**src/rtl/if_fetch_unit.sv**
```systemverilog
// Instruction fetch stage: owns the PC, issues credit-limited word requests to
// instruction memory and queues returned words with their PC for decode.
module if_fetch_unit #(
    parameter logic [31:0] RESET_PC = 32'h0000_0000,
    parameter int          QDEPTH   = 2
) (
    input  logic        clk,
    input  logic        rst,
    output logic        imem_req_valid,
    input  logic        imem_req_ready,
    output logic [31:0] imem_req_addr,
    input  logic        imem_rsp_valid,
    input  logic [31:0] imem_rsp_data,
    output logic        instr_valid,
    input  logic        instr_ready,
    output logic [31:0] instr,
    output logic [31:0] instr_pc,
    input  logic        redirect_valid,
    input  logic [31:0] redirect_pc
);

    localparam int CW = $clog2(QDEPTH + 1);
    localparam int PW = (QDEPTH > 1) ? $clog2(QDEPTH) : 1;
    localparam logic [PW-1:0] PTR_LAST = PW'(QDEPTH - 1);
    localparam logic [CW:0]   CREDIT   = (CW + 1)'(QDEPTH);

    function automatic logic [PW-1:0] ptr_inc(input logic [PW-1:0] p);
        return (p == PTR_LAST) ? '0 : p + PW'(1);
    endfunction

    logic [31:0]   pc_q, pc_d;
    logic [CW-1:0] count_q, count_d;
    logic [CW-1:0] outst_q, outst_d;
    logic [CW-1:0] drop_q, drop_d;
    logic [PW-1:0] rd_ptr_q, rd_ptr_d;
    logic [PW-1:0] wr_ptr_q, wr_ptr_d;
    logic [PW-1:0] pend_rd_q, pend_rd_d;
    logic [PW-1:0] pend_wr_q, pend_wr_d;

    logic [31:0] q_data_q  [QDEPTH];
    logic [31:0] q_pc_q    [QDEPTH];
    logic [31:0] pend_pc_q [QDEPTH];

    logic credit_ok;
    logic req_fire;
    logic rsp_take;
    logic rsp_drop;
    logic rsp_push;
    logic pop;

    // Valid/ready: a transfer happens on a rising edge where valid and ready
    // are both high; valid never depends on ready, and the response channel
    // has no ready (every request holds a queue slot by the credit rule).
    assign credit_ok      = ({1'b0, count_q} + {1'b0, outst_q}) < CREDIT;
    assign imem_req_valid = rst && credit_ok && !redirect_valid;
    assign imem_req_addr  = pc_q;
    assign req_fire       = imem_req_valid && imem_req_ready;

    // A response with nothing outstanding is a protocol error and is ignored.
    assign rsp_take = imem_rsp_valid && (outst_q != '0);
    assign rsp_drop = rsp_take && (drop_q != '0);
    assign rsp_push = rsp_take && (drop_q == '0) && !redirect_valid;

    assign instr_valid = rst && (count_q != '0);
    assign pop         = instr_valid && instr_ready && !redirect_valid;
    assign instr       = rst ? q_data_q[rd_ptr_q] : '0;
    assign instr_pc    = rst ? q_pc_q[rd_ptr_q]   : '0;

    always_comb begin
        pc_d      = pc_q;
        count_d   = count_q;
        drop_d    = drop_q;
        rd_ptr_d  = rd_ptr_q;
        wr_ptr_d  = wr_ptr_q;
        outst_d   = outst_q + CW'(req_fire) - CW'(rsp_take);
        pend_wr_d = req_fire ? ptr_inc(pend_wr_q) : pend_wr_q;
        pend_rd_d = rsp_take ? ptr_inc(pend_rd_q) : pend_rd_q;

        if (redirect_valid) begin
            // Everything still in flight after this cycle belongs to the old
            // path, so the squash count becomes exactly the remaining
            // outstanding responses.
            pc_d     = {redirect_pc[31:2], 2'b00};
            count_d  = '0;
            rd_ptr_d = '0;
            wr_ptr_d = '0;
            drop_d   = outst_q - CW'(rsp_take);
        end else begin
            if (req_fire) pc_d = pc_q + 32'd4;
            if (rsp_push) wr_ptr_d = ptr_inc(wr_ptr_q);
            if (pop)      rd_ptr_d = ptr_inc(rd_ptr_q);
            if (rsp_drop) drop_d = drop_q - CW'(1);
            count_d = count_q + CW'(rsp_push) - CW'(pop);
        end
    end

    always_ff @(posedge clk or negedge rst) begin
        if (!rst) begin
            pc_q      <= RESET_PC;
            count_q   <= '0;
            outst_q   <= '0;
            drop_q    <= '0;
            rd_ptr_q  <= '0;
            wr_ptr_q  <= '0;
            pend_rd_q <= '0;
            pend_wr_q <= '0;
        end else begin
            pc_q      <= pc_d;
            count_q   <= count_d;
            outst_q   <= outst_d;
            drop_q    <= drop_d;
            rd_ptr_q  <= rd_ptr_d;
            wr_ptr_q  <= wr_ptr_d;
            pend_rd_q <= pend_rd_d;
            pend_wr_q <= pend_wr_d;
        end
    end

    // Storage is cleared on reset so the head reads zero while held in reset.
    always_ff @(posedge clk or negedge rst) begin
        if (!rst) begin
            for (int i = 0; i < QDEPTH; i++) begin
                q_data_q[i]  <= '0;
                q_pc_q[i]    <= '0;
                pend_pc_q[i] <= '0;
            end
        end else begin
            if (req_fire) pend_pc_q[pend_wr_q] <= pc_q;
            if (rsp_push) begin
                q_data_q[wr_ptr_q] <= imem_rsp_data;
                q_pc_q[wr_ptr_q]   <= pend_pc_q[pend_rd_q];
            end
        end
    end

endmodule
```
**config.mk**
```make
export PLATFORM = sky130hd
export DESIGN_NAME = if_fetch_unit
export DESIGN_NICKNAME = d
export VERILOG_FILES = /design/src/rtl/if_fetch_unit.sv
export SDC_FILE = /design/constraint.sdc
export NUM_CORES = 1
export LEC_CHECK = 0
export BUFFER_PORTS_ARGS = -buffer_cell sky130_fd_sc_hd__buf_2
export CORE_UTILIZATION = 35
export DETAILED_ROUTE_END_ITERATION = 7
export GPL_TIMING_DRIVEN = 0
export SETUP_SLACK_MARGIN = 0.2
export SYNTH_ARGS = -nofsm -noshare
export SYNTH_HDL_FRONTEND = slang
export SYNTH_SLANG_ARGS = --single-unit
```
**constraint.sdc**
```tcl
create_clock -name clk -period 3.9 [get_ports clk]
set_input_delay 1.17 -clock clk [delete_from_list [all_inputs] [get_ports clk]]
set_output_delay 1.17 -clock clk [all_outputs]
set_load 0.02 [all_outputs]
```
After elaboration in Yosys (flattened, before gate mapping). Index checks and enable logic that the tools add are counted.

Register bits: 234. Latch bits: 0. Memory bits (writable): 0. ROM bits: 0. Input port bits: 70. Output and inout port bits: 98. Word-level logic and storage cells: 89. Memories kept: 0.

Add/sub/neg operators: 12. Multiply operators: 0. Div/mod/pow operators: 0. Order comparisons: 7. Eq/ne operators: 0. Shift operators: 0. Mux-type cells: 31. Bitwise logic cells: 4. Reductions and logical operators: 21.

Operators with widths (count): 32-bit 2-to-1 mux (15); 64-bit bitwise mux (3); 32-bit demux with 1-bit select (2); 32-bit by 3-bit adder with 32-bit output, second input constant (1); 2-bit nonzero test (7); 1-bit logical AND (12); 2-bit greater-or-equal comparator, second input constant (4); 1-bit 2-to-1 mux (8); 1-bit inverter with 2-bit output (4); 2-bit 2-to-1 mux (3); 2-bit by 1-bit subtractor with 2-bit output (3); 1-bit adder, second input constant (4); 2-bit by 1-bit adder with 2-bit output (2); 2-bit by 1-bit less-than comparator with 1-bit output, second input constant (2); 2-bit by 2-bit adder with 3-bit output (1); 3-bit by 2-bit less-than comparator with 1-bit output, second input constant (1); 2-bit logical NOT (1); 2-bit by 1-bit subtractor with 2-bit output, second input constant (1); 1-bit logical NOT (1).

Depth between registers and ports, before layout. Gate-level depths: netlist of run 1.

Word-level depth: 7. Depth in mapped cells: 10. Depth with buffers taken out: 9.

Worst setup path before layout of run 1. OpenSTA, ideal clock, no wires.

Path kind: in2out. Start: in rst. End: out instr[0]. Arrival: 1836 ps. Data required time: 2730 ps. Setup slack: 894 ps. Cell stages on the path: 3. Buffers on the path: 2. Cells stage by stage: buf_6 -> clkbuf_1 -> nor2b_1.

Longest elaborated chain between the ends: 1.

RTL lines: start: declaration (line 8) `input logic rst,`; 32-bit 2-to-1 mux (line 66) `assign instr = rst ? q_data_q[rd_ptr_q] : '0;`; end: declaration (line 16) `output logic [31:0] instr,`.

Every way passes these cells.

Final worst setup path of run 1.
Start: in rst. End: out instr_pc[11].

Longest elaborated chain between the ends: 1.

RTL lines: 32-bit 2-to-1 mux (line 67) `assign instr_pc = rst ? q_pc_q[rd_ptr_q] : '0;`; end: declaration (line 17) `output logic [31:0] instr_pc,`.

Every way passes these cells.

==> metrics.txt, run 1 <==
# TYPE chip_impl_metric gauge
chip_impl_metric{name="layout.cell_area.non_filler",unit="mm2"} 0.0130
chip_impl_info{name="worstSetupEndpointType",value="primary output"} 1
chip_impl_metric{name="avgViaCountPerCell",unit=""} 5.05
chip_impl_metric{name="cts_buffers",unit=""} 26
chip_impl_metric{name="hold_path_depth",unit=""} 2
chip_impl_metric{name="postCtsHoldBufs",unit=""} 0
chip_impl_metric{name="synth.yosys.seq_area_share",unit="%"} 52.7
chip_impl_info{name="grt_setup_unrepaired",value="no"} 1
chip_impl_metric{name="grt_antenna_before_repair",unit=""} 0
chip_impl_info{name="hold_class",value="flop to flop"} 1
chip_impl_info{name="crit_slowest_cell",value="buf_4"} 1
chip_impl_metric{name="core",unit="mm2"} 0.0298
chip_impl_metric{name="final-hold-violation-count",unit=""} 0
chip_impl_metric{name="power.leakage",unit="nW"} 5.95
chip_impl_metric{name="cp_max_fo",unit=""} 34
chip_impl_metric{name="cts_max_level",unit=""} 1
chip_impl_metric{name="power_frac_seq",unit="%"} 41.7
chip_impl_metric{name="synth.yosys.warnings",unit=""} 0
chip_impl_metric{name="grt_overflow",unit=""} 0
chip_impl_metric{name="layout.nets",unit=""} 1186
chip_impl_metric{name="post_drt_wl_per_cell",unit="um"} 18.7
chip_impl_info{name="worstSetupStartpointType",value="input pin"} 1
chip_impl_metric{name="numClockSinks",unit=""} 224
chip_impl_metric{name="grt_start_max_net_pins",unit=""} 93
chip_impl_metric{name="netlist_area",unit="mm2"} 0.0106
chip_impl_metric{name="wire_length_of_the_first_global_routing_pass",unit="mm"} 44.5
chip_impl_metric{name="skew",unit="ns"} 0.0162
chip_impl_metric{name="dp_hpwl",unit="mm"} 19.7
chip_impl_metric{name="die_area",unit="mm2"} 0.0311
chip_impl_metric{name="dpl.cell_count",unit=""} 1467
chip_impl_metric{name="power.density_cell_area",unit="mW/mm2"} 687
chip_impl_metric{name="synthesis.area_per_instance",unit="um2"} 11.7
chip_impl_metric{name="comb_power_share",unit="%"} 31.3
chip_impl_metric{name="crit_buf_inv",unit=""} 5
chip_impl_metric{name="vertical_die_dimension",unit="um"} 176
chip_impl_metric{name="globalRouteTotalUtil",unit="%"} 18.5
chip_impl_metric{name="vdd_ir_drop_max",unit="uV"} 364
chip_impl_metric{name="start_util",unit="%"} 35.7
chip_impl_metric{name="design.portCount",unit=""} 168
chip_impl_metric{name="drtIter0Drc",unit=""} 372
chip_impl_info{name="critical-path-top-delay-family",value="buffers and inverters"} 1
chip_impl_metric{name="cp.depth",unit=""} 6
chip_impl_info{name="tritoncts",value="yes"} 1
chip_impl_metric{name="p_sw",unit="mW"} 2.90
chip_impl_metric{name="flip_flop_and_latch_count_after_synthesis",unit=""} 224
chip_impl_metric{name="core.rowCount",unit=""} 63
chip_impl_metric{name="cp.required",unit="ns"} 2.73
chip_impl_info{name="critical_path.cell_chain",value="buf_16, buf_16, buf_6, buf_4, nor2b_2, buf_2"} 1
chip_impl_metric{name="cts-root-to-sink-buffers",unit=""} 3
chip_impl_metric{name="synthToLayoutAreaGrowth",unit="%"} 22.1
chip_impl_metric{name="drt_pre_antenna_iters",unit=""} 4
chip_impl_metric{name="post_route_setup_tns",unit="ns"} 0
chip_impl_metric{name="post-route-worst-setup-slack",unit="ns"} 0.294
chip_impl_metric{name="rr_worst_depth",unit=""} 8
chip_impl_metric{name="worst_tran_pin_value",unit="ns"} 0.925
chip_impl_info{name="run_status",value="completed"} 1
chip_impl_metric{name="num_vias",unit=""} 7656
chip_impl_metric{name="critPathArrivalTime",unit="ns"} 2.44
chip_impl_metric{name="crit_path_max_incr_delay",unit="ns"} 0.23
chip_impl_metric{name="maxcap_violations",unit=""} 0
chip_impl_metric{name="diodes",unit=""} 0
chip_impl_metric{name="fraction_of_layout_cells_with_a_size_suffix_above_1",unit="%"} 32.3
chip_impl_metric{name="timing_max_transition_violations_final",unit=""} 0
chip_impl_metric{name="number_of_global_route_vias_before_repair",unit=""} 7679
chip_impl_metric{name="dpl_cell_area",unit="mm2"} 0.0120
chip_impl_metric{name="cts_post_setup_buffers_inserted",unit=""} 0
chip_impl_metric{name="setup-violations-final",unit=""} 0
chip_impl_info{name="crit_path_frequent_cell",value="buf_16"} 1
chip_impl_metric{name="intPower",unit="mW"} 6.03
chip_impl_metric{name="syn_inst",unit=""} 912
chip_impl_metric{name="cts.reportedPaths.clkPinSlew",unit="ns"} 0.06
chip_impl_metric{name="drt-total-wl",unit="mm"} 28.4
chip_impl_metric{name="ant_nets",unit=""} 0
chip_impl_info{name="timing_worst_setup_path_type",value="input pin to primary output"} 1
chip_impl_metric{name="number_of_buffer_cells_added_on_primary_ports",unit=""} 160
chip_impl_metric{name="fmaxAchievable",unit="MHz"} 277
chip_impl_metric{name="normalized_max_slew_margin",unit="%"} 37.5
chip_impl_metric{name="worstSkewPairLatency",unit="ns"} 0.53
chip_impl_info{name="cts-root-buf",value="clkbuf_16"} 1
chip_impl_metric{name="die_w",unit="um"} 176
chip_impl_metric{name="final.period_utilization",unit="%"} 92.5
chip_impl_metric{name="share_clk_of_total_power",unit="%"} 26.9
chip_impl_metric{name="final.hold.worst_slack",unit="ns"} 0.478
chip_impl_metric{name="globalplace.congestion",unit=""} 0.784
chip_impl_metric{name="finish.cell_count_without_fillers",unit=""} 1517
chip_impl_metric{name="sw_ratio",unit="%"} 32.5
chip_impl_metric{name="finalWorstPathRequiredPeriod",unit="ns"} 3.61
chip_impl_metric{name="route.detailed.drc",unit=""} 0
chip_impl_metric{name="detailedPlace.worstSlack",unit="ns"} -0.605
chip_impl_metric{name="synth_cell_type_count",unit=""} 42
==> per-stage QoR <==
step	utilization (%)	power, mW
global placement	40.1	6.46
CTS	43.6	9.02
finish	43.6	8.92
floorplan	-	5.69
global route	43.6	9.47
detailed placement	40.3	6.57
==> layer usage <==
metal  track usage, %  vias to the layer above  part of all wire, %  wire length [um]
li1                 -                     3604                    -                 -
met1             26.5                     3832                   47             13500
met2             29.0                      186                   46             12900
met3             2.97                       34                  4.9              1390
met4             4.71                        0                  2.0               576
met5                0                        -                    0                 0
==> cells by family (layout without fill, tap and decap cells) <==
group | Yosys count | in the layout | synth area share (%)
and+or+nand+nor | 253 | 253 | 12.7
DFF | 224 | 224 | 52.7
muxes | 215 | 215 | 22.7
AOI/OAI and AO/OA | 116 | 116 | 6.13
buffers and inverters | 78 | 290 | 3.36
xor gates and xnor gates | 17 | 17 | 1.40
adders and majority gates | 8 | 8 | 1.01
other | 1 | 4 | 0.0352
==> final timing paths <==
kind,startpoint,to,slack [ns]
min in group asynchronous,rst,imem_req_addr[23],0.49
worst max register to register,outst_q[0],imem_req_addr[28],1.00
worst max-delay path,rst,instr_pc[11],0.29
worst min-delay path,q_pc_q[7],q_pc_q[7],0.48
max in group asynchronous,rst,pend_pc_q[45],2.69
worst min register to register,q_pc_q[7],q_pc_q[7],0.48
==> cells in the final DEF (no fill, tap or decap), types with 9 or more instances in the layout <==
cell type / count
a21oi_1: 30
nor2_1: 53
nor2b_1: 60
clkbuf_1: 37
xnor2_1: 10
o31ai_1: 12
nand3_1: 15
dfrtp_1: 224
mux2i_1: 94
mux2_2: 92
nand4_1: 16
buf_2: 173
clkbuf_2: 9
nand2_1: 62
clkbuf_16: 27
inv_1: 11
a31oi_1: 17
mux2_4: 29
o21ai_0: 50
or4_1: 14
==> sequential cells by signal, summed over array words and instances (netlist names), 2 cells and up <==
register,cells
drop_q,2
count_q,2
q_pc_q,60
imem_req_addr,30
pend_pc_q,60
q_data_q,64
outst_q,2
==> final cells by class <==
| class | instances | area (um2) |
|---|---|---|
| Fill cell | 2910 | 16800 |
| Multi-Input combinational cell | 613 | 4700 |
| Clock inverter | 5 | 55.1 |
| Tap cell | 390 | 488 |
| Clock buffer | 42 | 792 |
| Inverter | 11 | 41.3 |
| Timing Repair Buffer | 165 | 976 |
| Sequential cell | 224 | 5610 |
| Buffer | 67 | 337 |
==> repair_timing <==
action | CTS | global route
endpoints found under the setup margin | 64 | 32
cloned | 3 | 0
resized for setup | 14 | 10
==> cells in the mapped netlist, drive strengths merged <==
cell type | n | area, um2
nand4bb | 1 | 27.5
buf | 27 | 166
inv | 11 | 41.3
nand3 | 15 | 75.1
conb | 1 | 3.75
dfrtp | 224 | 5610
a31oi | 17 | 106
or3 | 7 | 43.8
mux2 | 121 | 1470
nand2 | 62 | 233
nor4 | 2 | 12.5
or2 | 1 | 6.26
a311o | 1 | 10.0
and4bb | 1 | 12.5
nor3 | 3 | 15.0
clkbuf | 40 | 150
and4 | 6 | 52.6
o21a | 1 | 7.51
a31o | 1 | 8.76
o211ai | 2 | 15.0
fa | 1 | 20.0
or4 | 14 | 105
o21ai | 51 | 255
nor2b | 63 | 394
ha | 7 | 87.6
nand4 | 16 | 100
xnor2 | 10 | 87.6
o311ai | 1 | 8.76
xor2 | 7 | 61.3
o31ai | 12 | 90.1
a21oi | 30 | 150
mux2i | 94 | 941
nor2 | 53 | 199
nor4b | 2 | 32.5
and2 | 5 | 31.3
and3 | 2 | 12.5
==> worst min-delay path, delay by kind of cell (launching register included) <==
| family | cells | cell delay, ns |
|---|---|---|
| flip-flops | 1 | 0.34 |
| AO/OA/AOI/OAI | 1 | 0.06 |
| AND/OR/NAND/NOR | 1 | 0.04 |
==> power groups by stage <==
stage               sequential [mW]  combinational (mW)  clock, mW
global placement               3.72                2.74          0
detailed placement             3.77                2.80          0
floorplan                      3.64                2.05          0
finish                         3.72                2.79       2.40
CTS                            3.72                2.83       2.46
global route                   3.84                3.08       2.54
Note: power is estimated with default switching activity, not from simulation.
==> inputs of run 2 (changes only) <==
--- a/config.mk
+++ b/config.mk
@@ -11,2 +11,3 @@
 export GPL_TIMING_DRIVEN = 0
+export RECOVER_POWER = 25
 export SETUP_SLACK_MARGIN = 0.2
==> constraint.sdc (replaced) <==
create_clock -name clk -period 3.9 [get_ports clk]
set_input_delay 0.39 -clock clk [delete_from_list [all_inputs] [get_ports clk]]
set_output_delay 0.39 -clock clk [all_outputs]
set_load 0.02 [all_outputs]
==> run 2 against run 1 <==
Compared with the run above: cell count shrank 0.13%; sequential cell count did not move; critical path depth rose by 1; critical path type unchanged; the flow now finishes with violations (capacitance limit, slew limit); clock-buffer cell count unchanged; sequential share of layout area rose by 0.50 points.
==> metrics.txt, run 2 (synthesis results as in run 1) <==
# TYPE chip_impl_metric gauge
chip_impl_info{name="grt_setup_unrepaired",value="no"} 1
chip_impl_info{name="critical-path-top-delay-family",value="buffers and inverters"} 1
chip_impl_metric{name="dp_hpwl",unit="mm"} 19.7
chip_impl_metric{name="setup-violations-final",unit=""} 0
chip_impl_metric{name="final.period_utilization",unit="%"} 88.5
chip_impl_metric{name="route.detailed.drc",unit=""} 0
chip_impl_metric{name="drt-total-wl",unit="mm"} 27.9
chip_impl_metric{name="start_util",unit="%"} 35.7
chip_impl_metric{name="ant_nets",unit=""} 0
chip_impl_metric{name="numClockSinks",unit=""} 224
chip_impl_info{name="cts-root-buf",value="clkbuf_16"} 1
chip_impl_metric{name="p_sw",unit="mW"} 2.89
chip_impl_metric{name="fraction_of_layout_cells_with_a_size_suffix_above_1",unit="%"} 30.8
chip_impl_info{name="most-common-layout-cells",value="224 x dfrtp_1, 172 x buf_2, 94 x mux2i_1"} 1
chip_impl_metric{name="grt_antenna_before_repair",unit=""} 0
chip_impl_metric{name="drtIter0Drc",unit=""} 312
chip_impl_metric{name="grt_start_max_net_pins",unit=""} 93
chip_impl_metric{name="vdd_ir_drop_max",unit="uV"} 362
chip_impl_metric{name="worstSkewPairLatency",unit="ns"} 0.53
chip_impl_metric{name="core.rowCount",unit=""} 63
chip_impl_info{name="worstSetupStartpointType",value="input pin"} 1
chip_impl_metric{name="power.leakage",unit="nW"} 5.84
chip_impl_metric{name="final-hold-violation-count",unit=""} 0
chip_impl_metric{name="r2r_slack",unit="ns"} 1.00
chip_impl_metric{name="timing_max_transition_violations_final",unit=""} 93
chip_impl_metric{name="avgViaCountPerCell",unit=""} 5.04
chip_impl_metric{name="diodes",unit=""} 0
chip_impl_info{name="tritoncts",value="yes"} 1
chip_impl_metric{name="cts_max_level",unit=""} 1
chip_impl_metric{name="globalplace.congestion",unit=""} 0.784
chip_impl_metric{name="rr_worst_depth",unit=""} 8
chip_impl_metric{name="finalWorstPathRequiredPeriod",unit="ns"} 3.45
chip_impl_metric{name="cts.reportedPaths.clkPinSlew",unit="ns"} 0.05
chip_impl_metric{name="post-route-worst-setup-slack",unit="ns"} 0.449
chip_impl_metric{name="power.density_cell_area",unit="mW/mm2"} 693
chip_impl_info{name="critical_path.cell_chain",value="dlygate4sd3_1, buf_8, buf_16, buf_6, clkbuf_1, nor2b_1, buf_2"} 1
chip_impl_metric{name="detailedPlace.worstSlack",unit="ns"} 0.867
chip_impl_metric{name="share_clk_of_total_power",unit="%"} 27.0
chip_impl_metric{name="comb_power_share",unit="%"} 31.2
chip_impl_metric{name="post_drt_wl_per_cell",unit="um"} 18.4
chip_impl_metric{name="grt_overflow",unit=""} 0
chip_impl_metric{name="vertical_die_dimension",unit="um"} 176
chip_impl_metric{name="cts_buffers",unit=""} 26
chip_impl_metric{name="sw_ratio",unit="%"} 32.5
chip_impl_metric{name="largest_register_ffs",unit=""} 64
chip_impl_info{name="run_status",value="finished with violations"} 1
chip_impl_metric{name="cp.required",unit="ns"} 3.51
chip_impl_metric{name="maxcap_violations",unit=""} 1
chip_impl_metric{name="fmaxAchievable",unit="MHz"} 290
chip_impl_metric{name="post_route_setup_tns",unit="ns"} 0
chip_impl_metric{name="critPathArrivalTime",unit="ns"} 3.06
chip_impl_info{name="largestRegisters",value="q_data_q: 64 flops, pend_pc_q: 60 flops, q_pc_q: 60 flops"} 1
chip_impl_metric{name="skew",unit="ns"} 0.0104
chip_impl_metric{name="layout.nets",unit=""} 1184
chip_impl_metric{name="drt_pre_antenna_iters",unit=""} 4
chip_impl_info{name="layout_commonest_cell",value="dfrtp_1"} 1
chip_impl_info{name="violations",value="capacitance limit, slew limit"} 1
chip_impl_metric{name="design.portCount",unit=""} 168
chip_impl_metric{name="wire_length_of_the_first_global_routing_pass",unit="mm"} 43.9
chip_impl_info{name="crit_slowest_cell",value="dlygate4sd3_1"} 1
chip_impl_metric{name="hold_path_depth",unit=""} 3
chip_impl_metric{name="intPower",unit="mW"} 6.01
chip_impl_info{name="worstSetupEndpointType",value="primary output"} 1
chip_impl_metric{name="postCtsResizedCells",unit=""} 0
chip_impl_info{name="largest_register",value="q_data_q"} 1
chip_impl_info{name="hold_class",value="input pin to flop"} 1
chip_impl_metric{name="globalRouteTotalUtil",unit="%"} 18.2
chip_impl_metric{name="worst_tran_pin_value",unit="ns"} 2.31
chip_impl_info{name="critPathLaunch",value="rst"} 1
chip_impl_metric{name="die_area",unit="mm2"} 0.0311
chip_impl_info{name="endpoint",value="instr_pc[11]"} 1
chip_impl_metric{name="normalized_max_slew_margin",unit="%"} -54.3
chip_impl_metric{name="finish.utilization",unit="%"} 43.1
chip_impl_info{name="reg2reg_from",value="outst_q[0]"} 1
chip_impl_metric{name="num_vias",unit=""} 7631
chip_impl_info{name="rr_endpoint",value="imem_req_addr[28]"} 1
chip_impl_metric{name="crit_path_max_incr_delay",unit="ns"} 0.56
chip_impl_info{name="timing_worst_setup_path_type",value="input pin to primary output"} 1
chip_impl_metric{name="crit_buf_inv",unit=""} 6
chip_impl_metric{name="number_of_buffer_cells_added_on_primary_ports",unit=""} 160
chip_impl_metric{name="die_w",unit="um"} 176
chip_impl_metric{name="synthToLayoutAreaGrowth",unit="%"} 20.7
chip_impl_metric{name="power_frac_seq",unit="%"} 41.9
chip_impl_metric{name="cp_max_fo",unit=""} 72
chip_impl_metric{name="cp.depth",unit=""} 7
chip_impl_metric{name="cts-root-to-sink-buffers",unit=""} 3
chip_impl_metric{name="core",unit="mm2"} 0.0298
chip_impl_metric{name="number_of_global_route_vias_before_repair",unit=""} 7643
[run 2: changes by cell type in the layout (fill, tap and decap cells not counted)]
cell	change
buf_8	+1
nor2b_1	+3
clkbuf_1	+12
buf_4	-1
bufbuf_16	-3
buf_2	-1
clkbuf_4	-1
buf_16	-2
clkbuf_2	-8
dlygate4sd3_1	+1
nor2b_2	-3
[run 2: power by group through the flow]
stage          clock [mW]  combinational, mW  sequential [mW]
3_3_place_gp            0               2.74             3.72
2_1_floorplan           0               2.05             3.64
5_1_grt              2.55               3.06             3.84
4_1_cts              2.46               2.82             3.72
3_5_place_dp            0               2.80             3.77
6_report             2.40               2.77             3.72
[run 2: worst min-delay path, cell delays in order]
cell,delay (ns)
buf_2,0.07
nand2_1,0.04
o21ai_0,0.05
[run 2: what timing repair did]
item | in CTS | in global routing
hold buffers | 1 | 0
endpoints found under the hold margin | 63 | 0
buffers inserted | 0 | 0
[run 2: per-stage QoR]
step                      std cells  hold WS, ns  power, mW  area, um2
after floorplan                 915       0.0944       5.69      10700
after global placement         1465        0.461       6.46      11900
after detailed placement       1467        0.373       6.57      12000
after CTS                      1515       0.0534       9.00      12900
after global routing           1515       0.0696       9.44      12800
final                          1515       0.0697       8.89      12800
[run 2: routing by layer]
metal / wire length, um / track usage [%]
met1: 13200 / 26.1
met2: 12700 / 28.4
met3: 1390 / 2.95
met4: 577 / 4.74
met5: 0 / 0
[run 2: how the worst min path moves through the flow]
stage,to,slack [ns],from
3_3_place_gp,q_pc_q[10],0.46,q_pc_q[10]
3_5_place_dp,q_data_q[5],0.37,rst
2_1_floorplan,count_q[0],0.09,rst
4_1_cts,imem_req_addr[2],0.05,redirect_pc[2]
6_report,imem_req_addr[5],0.07,redirect_pc[5]
5_1_grt,imem_req_addr[2],0.07,redirect_pc[2]
[run 2: final cells by class]
type                            count  area [um2]
Inverter                           11        41.3
Sequential cell                   224        5610
Clock inverter                      5        55.1
Buffer                             67         317
Tap cell                          390         488
Multi-Input combinational cell    613        4690
Fill cell                        2931       17000
Clock buffer                       42         792
Timing Repair Buffer              163         853
